$ cat config.mk
export PLATFORM = sky130hd
export DESIGN_NAME = key_scan_debounce
export DESIGN_NICKNAME = d
export VERILOG_FILES = /design/src/rtl/key_scan_pkg.sv /design/src/rtl/key_sync.sv /design/src/rtl/key_scan_debounce.sv
export SDC_FILE = /design/constraint.sdc
export NUM_CORES = 1
export LEC_CHECK = 0
export ABC_AREA = 1
export BUFFER_PORTS_ARGS = -buffer_cell sky130_fd_sc_hd__buf_2
export CORE_MARGIN = 5
export CORE_UTILIZATION = 25
export CTS_BUF_LIST = sky130_fd_sc_hd__clkbuf_8 sky130_fd_sc_hd__clkbuf_16
export DETAILED_ROUTE_END_ITERATION = 8
export PLACE_DENSITY_LB_ADDON = 0.05
export RECOVER_POWER = 50
export SLEW_MARGIN = 20
export SYNTH_ARGS = -nofsm -noshare
export SYNTH_HDL_FRONTEND = slang
export SYNTH_SLANG_ARGS = --single-unit
$ cat constraint.sdc
create_clock -name clk -period 3 [get_ports clk]
set_input_delay 0.6 -clock clk [delete_from_list [all_inputs] [get_ports clk]]
set_output_delay 0.6 -clock clk [all_outputs]
set_load 0.01 [all_outputs]
$ cat src/rtl/key_scan_pkg.sv
// Shared types and defaults for the key scan / debounce block.
package key_scan_pkg;

    localparam int unsigned DELAY_TOP_20MS_50M = 1_000_000;

    typedef enum logic [1:0] {
        S_IDLE     = 2'd0,
        S_PRESS_DB = 2'd1,
        S_HELD     = 2'd2,
        S_REL_DB   = 2'd3
    } state_t;

endpackage

$ cat src/rtl/key_sync.sv
// Two-flop synchroniser for the raw active-low key pins; resets to released (all 1s).
module key_sync #(
    parameter int unsigned KEY_WIDTH = 4
) (
    input  logic                 clk,
    input  logic                 rst_n,
    input  logic [KEY_WIDTH-1:0] key_n_i,
    output logic [KEY_WIDTH-1:0] key_n_o
);

    logic [KEY_WIDTH-1:0] meta_q;
    logic [KEY_WIDTH-1:0] sync_q;

    always_ff @(posedge clk) begin
        if (!rst_n) begin
            meta_q <= '1;
            sync_q <= '1;
        end else begin
            meta_q <= key_n_i;
            sync_q <= meta_q;
        end
    end

    assign key_n_o = sync_q;

endmodule

$ cat src/rtl/key_scan_debounce.sv
// Debounces KEY_WIDTH active-low keys and emits one key_flag pulse per confirmed press,
// with the pressed-key bitmap held on key_value until the next press.
module key_scan_debounce
    import key_scan_pkg::*;
#(
    parameter int unsigned KEY_WIDTH = 4,
    parameter int unsigned DELAY_TOP = DELAY_TOP_20MS_50M
) (
    input  logic                 clk,
    input  logic                 rst_n,
    input  logic [KEY_WIDTH-1:0] key_n,
    output logic                 key_flag,
    output logic [KEY_WIDTH-1:0] key_value,
    output logic                 key_busy
);

    localparam int unsigned          CNT_W    = $clog2(DELAY_TOP);
    localparam logic [CNT_W-1:0]     CNT_LAST = CNT_W'(DELAY_TOP - 1);

    logic [KEY_WIDTH-1:0] key_n_sync;
    logic [KEY_WIDTH-1:0] pressed;

    state_t               state_q, state_d;
    logic [CNT_W-1:0]     cnt_q, cnt_d, cnt_inc;
    logic [KEY_WIDTH-1:0] snap_q, snap_d;
    logic                 flag_q, flag_d;
    logic [KEY_WIDTH-1:0] value_q, value_d;
    logic                 busy_q, busy_d;

    key_sync #(
        .KEY_WIDTH(KEY_WIDTH)
    ) u_key_sync (
        .clk    (clk),
        .rst_n  (rst_n),
        .key_n_i(key_n),
        .key_n_o(key_n_sync)
    );

    assign pressed = ~key_n_sync;

    always_ff @(posedge clk) begin
        if (!rst_n) begin
            state_q <= S_IDLE;
            cnt_q   <= '0;
            snap_q  <= '0;
            flag_q  <= 1'b0;
            value_q <= '0;
            busy_q  <= 1'b0;
        end else begin
            state_q <= state_d;
            cnt_q   <= cnt_d;
            snap_q  <= snap_d;
            flag_q  <= flag_d;
            value_q <= value_d;
            busy_q  <= busy_d;
        end
    end

    always_comb begin
        state_d = state_q;
        cnt_d   = cnt_q;
        snap_d  = snap_q;
        flag_d  = 1'b0;
        value_d = value_q;
        cnt_inc = (cnt_q == CNT_LAST) ? cnt_q : cnt_q + CNT_W'(1);

        unique case (state_q)
            S_IDLE: begin
                if (pressed != '0) begin
                    snap_d  = pressed;
                    cnt_d   = '0;
                    state_d = S_PRESS_DB;
                end
            end
            S_PRESS_DB: begin
                if (pressed == '0) begin
                    cnt_d   = '0;
                    state_d = S_IDLE;
                end else if (pressed != snap_q) begin
                    // A changed bitmap restarts the window so combos report as one event.
                    snap_d = pressed;
                    cnt_d  = '0;
                end else if (cnt_q == CNT_LAST) begin
                    flag_d  = 1'b1;
                    value_d = snap_q;
                    cnt_d   = '0;
                    state_d = S_HELD;
                end else begin
                    cnt_d = cnt_inc;
                end
            end
            S_HELD: begin
                if (pressed == '0) begin
                    cnt_d   = '0;
                    state_d = S_REL_DB;
                end
            end
            S_REL_DB: begin
                if (pressed != '0) begin
                    cnt_d   = '0;
                    state_d = S_HELD;
                end else if (cnt_q == CNT_LAST) begin
                    cnt_d   = '0;
                    state_d = S_IDLE;
                end else begin
                    cnt_d = cnt_inc;
                end
            end
        endcase

        busy_d = (state_d != S_IDLE);
    end

    assign key_flag  = flag_q;
    assign key_value = value_q;
    assign key_busy  = busy_q;

endmodule

==> impl_metrics.tcl <==
set metrics [dict create \
    floorplan.initialDensity_pct 25.4 \
    track_usage_pct 10.6 \
    core_sq_um 8680 \
    cts_resized 0 \
    ys_types 27 \
    clockRootBuffer "clkbuf_8" \
    hold_depth 1 \
    rr_startpoint "state_q[0]" \
    hold_start "u_key_sync.meta_q[2]" \
    max-cap-violations 0 \
    crit_required_ns 3.23 \
    critical_path_buf_inv_count 0 \
    cpPeakStageDelay_ns 0.56 \
    wirelength_um 5400 \
    fmax_mhz 537 \
    clkPwrFrac_pct 37.8 \
    globalplace.congestion 0.795 \
    remaining_drc_errors 0 \
    fillers 1018 \
    power.density_nw_per_um2 517 \
    syn_to_final_growth_pct 11.6 \
    p_switching_uw 379 \
    skew_ns 0.0110 \
    die_area_sq_um 10800 \
    globalRoute.totalOverflow 0 \
    dp_worst_setup_slack_ns 1.18 \
    min_path_type "flop to flop" \
    swShare_pct 29.8 \
    syn_inst 320 \
    cts_made_buffers 5 \
    finalSetupTns_ns 0 \
    syn_avg_cell_area_sq_um 6.90 \
    synth_ff_type "dfxtp_1" \
    holdPathEnd "u_key_sync.key_n_o[2]" \
    worst_pin_slew_ns 0.736 \
    synth.top_cell.area_share_pct 36.3 \
    die_w_um 104 \
    rr_worst_depth 8 \
    hpwl_um 4110 \
    grt_start_max_net_pins 19 \
    die_h_um 104 \
    mostFrequentLayoutCells "nand2_1, nor2_1, inv_1" \
    netlist_area_sq_um 2210 \
    seq_area_frac_synth_pct 36.3 \
    cp-end-kind "flop" \
    clk_pin_slew_worst_paths_ns 0.08 \
    crit_type "flop to flop" \
    h-tree-depth 2 \
    vias 1868 \
    cts_setup_buffers 0 \
    finalNetCount 341 \
    row_count 34 \
    synth_edf_count 0 \
    ir_worst_vdd_mv 0.185 \
    whs_ns 0.417 \
    ant_nets 0 \
    critPathMaxFanout 10 \
    yosys.area.top_type "dfxtp_1" \
    seqPwrFrac_pct 45.8 \
    period_share_pct 62.1 \
    vias_per_cell 4.22 \
    synth_seq_cells 40 \
    grt_pass1_wl_um 9400 \
    avgRoutedWirePerCell_um 12.2 \
    cts_hold_buf 0 \
    grt_antenna_before_repair 0 \
    r2r-end "cnt_q[17]" \
    drtIter0Drc 52 \
    critPathTopFamily "simple AND/OR/NAND/NOR gates" \
    relSlewSlack_pct 50.9 \
    grt_pass1_vias 1870 \
    dr.pass1.iters 6 \
    fin_ws_ns 1.14 \
    synth_nets 327 \
    cp_data_arrival_time_ns 2.09 \
    reg2reg_slack_ns 1.14 \
    path_cells "nand2_1 > nor2_1 > nand3_2 > nand2_1 > nand2_4 > nand2_8 > nand2_8 > nor2_2" \
    p_leak_uw 0.00103 \
    period_needed_ns 1.86 \
    status "completed" \
    portBuffers 11 \
    clock_sinks 40 \
    slew_viol_final 0 \
    hold_viol_final 0 \
    worst_path_max_delay_cell "dfxtp_1" \
    cp-start-kind "flop" \
    cts_max_path_buffers 2 \
    mostFrequentLayoutCell "nand2_1" \
    post_route_cells_drive_above_1_share_pct 15.8 \
    yosys_warnings 0 \
    setup_viol 0 \
    clkLatencyLatePin_ns 0.30 \
    cts_tree "built" \
    grt_setup_unrepaired "no" \
    comb_power_share_pct 16.3 \
    async_reset_ff_share_pct 0 \
    synth_area_leaders "dfxtp_1, nand2_1, nor2_1, inv_1, nand3_1" \
    internal_power_uw 894 \
    ios 12 \
    num_antenna_cells 0 \
]
-- power groups by stage --
| stage | sequential (uW) | combinational, uW | clock (uW) |
|---|---|---|---|
| after floorplan | 586 | 192 | 0 |
| after global placement | 597 | 223 | 0 |
| after detailed placement | 597 | 219 | 0 |
| after CTS | 584 | 219 | 503 |
| after global routing | 588 | 241 | 528 |
| final | 584 | 208 | 482 |
-- layout make-up --
class | count | area [sq um] | area share, %
Inverter | 43 | 161 | 6.55
Sequential cell | 40 | 801 | 32.5
Tap cell | 108 | 135 | 5.48
Clock inverter | 2 | 38.8 | 1.57
Multi-Input combinational cell | 233 | 1200 | 48.7
Clock buffer | 6 | 82.6 | 3.35
Timing Repair Buffer | 11 | 46.3 | 1.88
-- worst max-delay path by stage --
stage                           from      endpoint  slack, ns  cells after the start
after global placement      cnt_q[1]  key_value[2]       1.19                     10
after floorplan             cnt_q[0]  key_value[0]       1.53                     10
after CTS                   cnt_q[0]  key_value[0]       1.16                     10
after global routing      state_q[0]     cnt_q[11]       0.93                      8
after detailed placement    cnt_q[0]  key_value[0]       1.18                     10
final                     state_q[0]     cnt_q[17]       1.14                      8
-- layer usage --
| layer | global-route usage (%) | up-vias | wire length (um) |
|---|---|---|---|
| li1 | - | 1014 | - |
| met1 | 13.3 | 829 | 2580 |
| met2 | 17.9 | 19 | 2610 |
| met3 | 2.48 | 6 | 132 |
| met4 | 2.96 | 0 | 81 |
| met5 | 0 | - | 0 |
-- worst register-to-register path, cell delays in order, from the launching register on --
cell and delay, ns:
dfxtp_1 0.56, nand2_1 0.13, nor2_1 0.19, nand3_2 0.11, nand2_1 0.35, nand2_4 0.12, nand2_8 0.10, nand2_8 0.09
nor2_2 0.14
-- per-stage QoR --
step | cell area, sq um | total power, uW | instances | util [%]
2_1_floorplan | 2210 | 778 | 320 | -
3_3_place_gp | 2360 | 820 | 435 | 27.2
3_5_place_dp | 2360 | 815 | 435 | 27.2
4_1_cts | 2480 | 1310 | 443 | 28.6
5_1_grt | 2460 | 1360 | 443 | 28.4
6_report | 2460 | 1270 | 443 | 28.4
-- cell families (layout without fill, tap and decap cells) --
| family | after synthesis | count (layout) | share of synthesized area, % |
|---|---|---|---|
| flip-flops | 40 | 40 | 36.3 |
| buffers and inverters | 47 | 62 | 9.07 |
| adder cells (fa/ha/maj) | 1 | 1 | 0.566 |
| AND/OR/NAND/NOR | 197 | 197 | 44.2 |
| XOR/XNOR | 11 | 11 | 4.36 |
| AO/OA/AOI/OAI | 24 | 24 | 5.55 |
-- state kept, by name (all words and copies together), names as in the netlist --
| name | flops |
|---|---|
| cnt_q | 20 |
| key_value | 4 |
| snap_q | 4 |
| u_key_sync.key_n_o | 4 |
| u_key_sync.meta_q | 4 |
| state_q | 2 |
| key_busy | 1 |
| key_flag | 1 |
-- cell usage after synthesis, drive strengths merged (2+ instances only) --
cell    number
a21oi        9
buf          2
clkbuf       2
dfxtp       40
inv         43
nand2       86
nand3       20
nand4        7
nor2        72
nor3         3
o21ai       14
or2          8
xor2        10
Note: power is estimated with default switching activity, not from simulation.
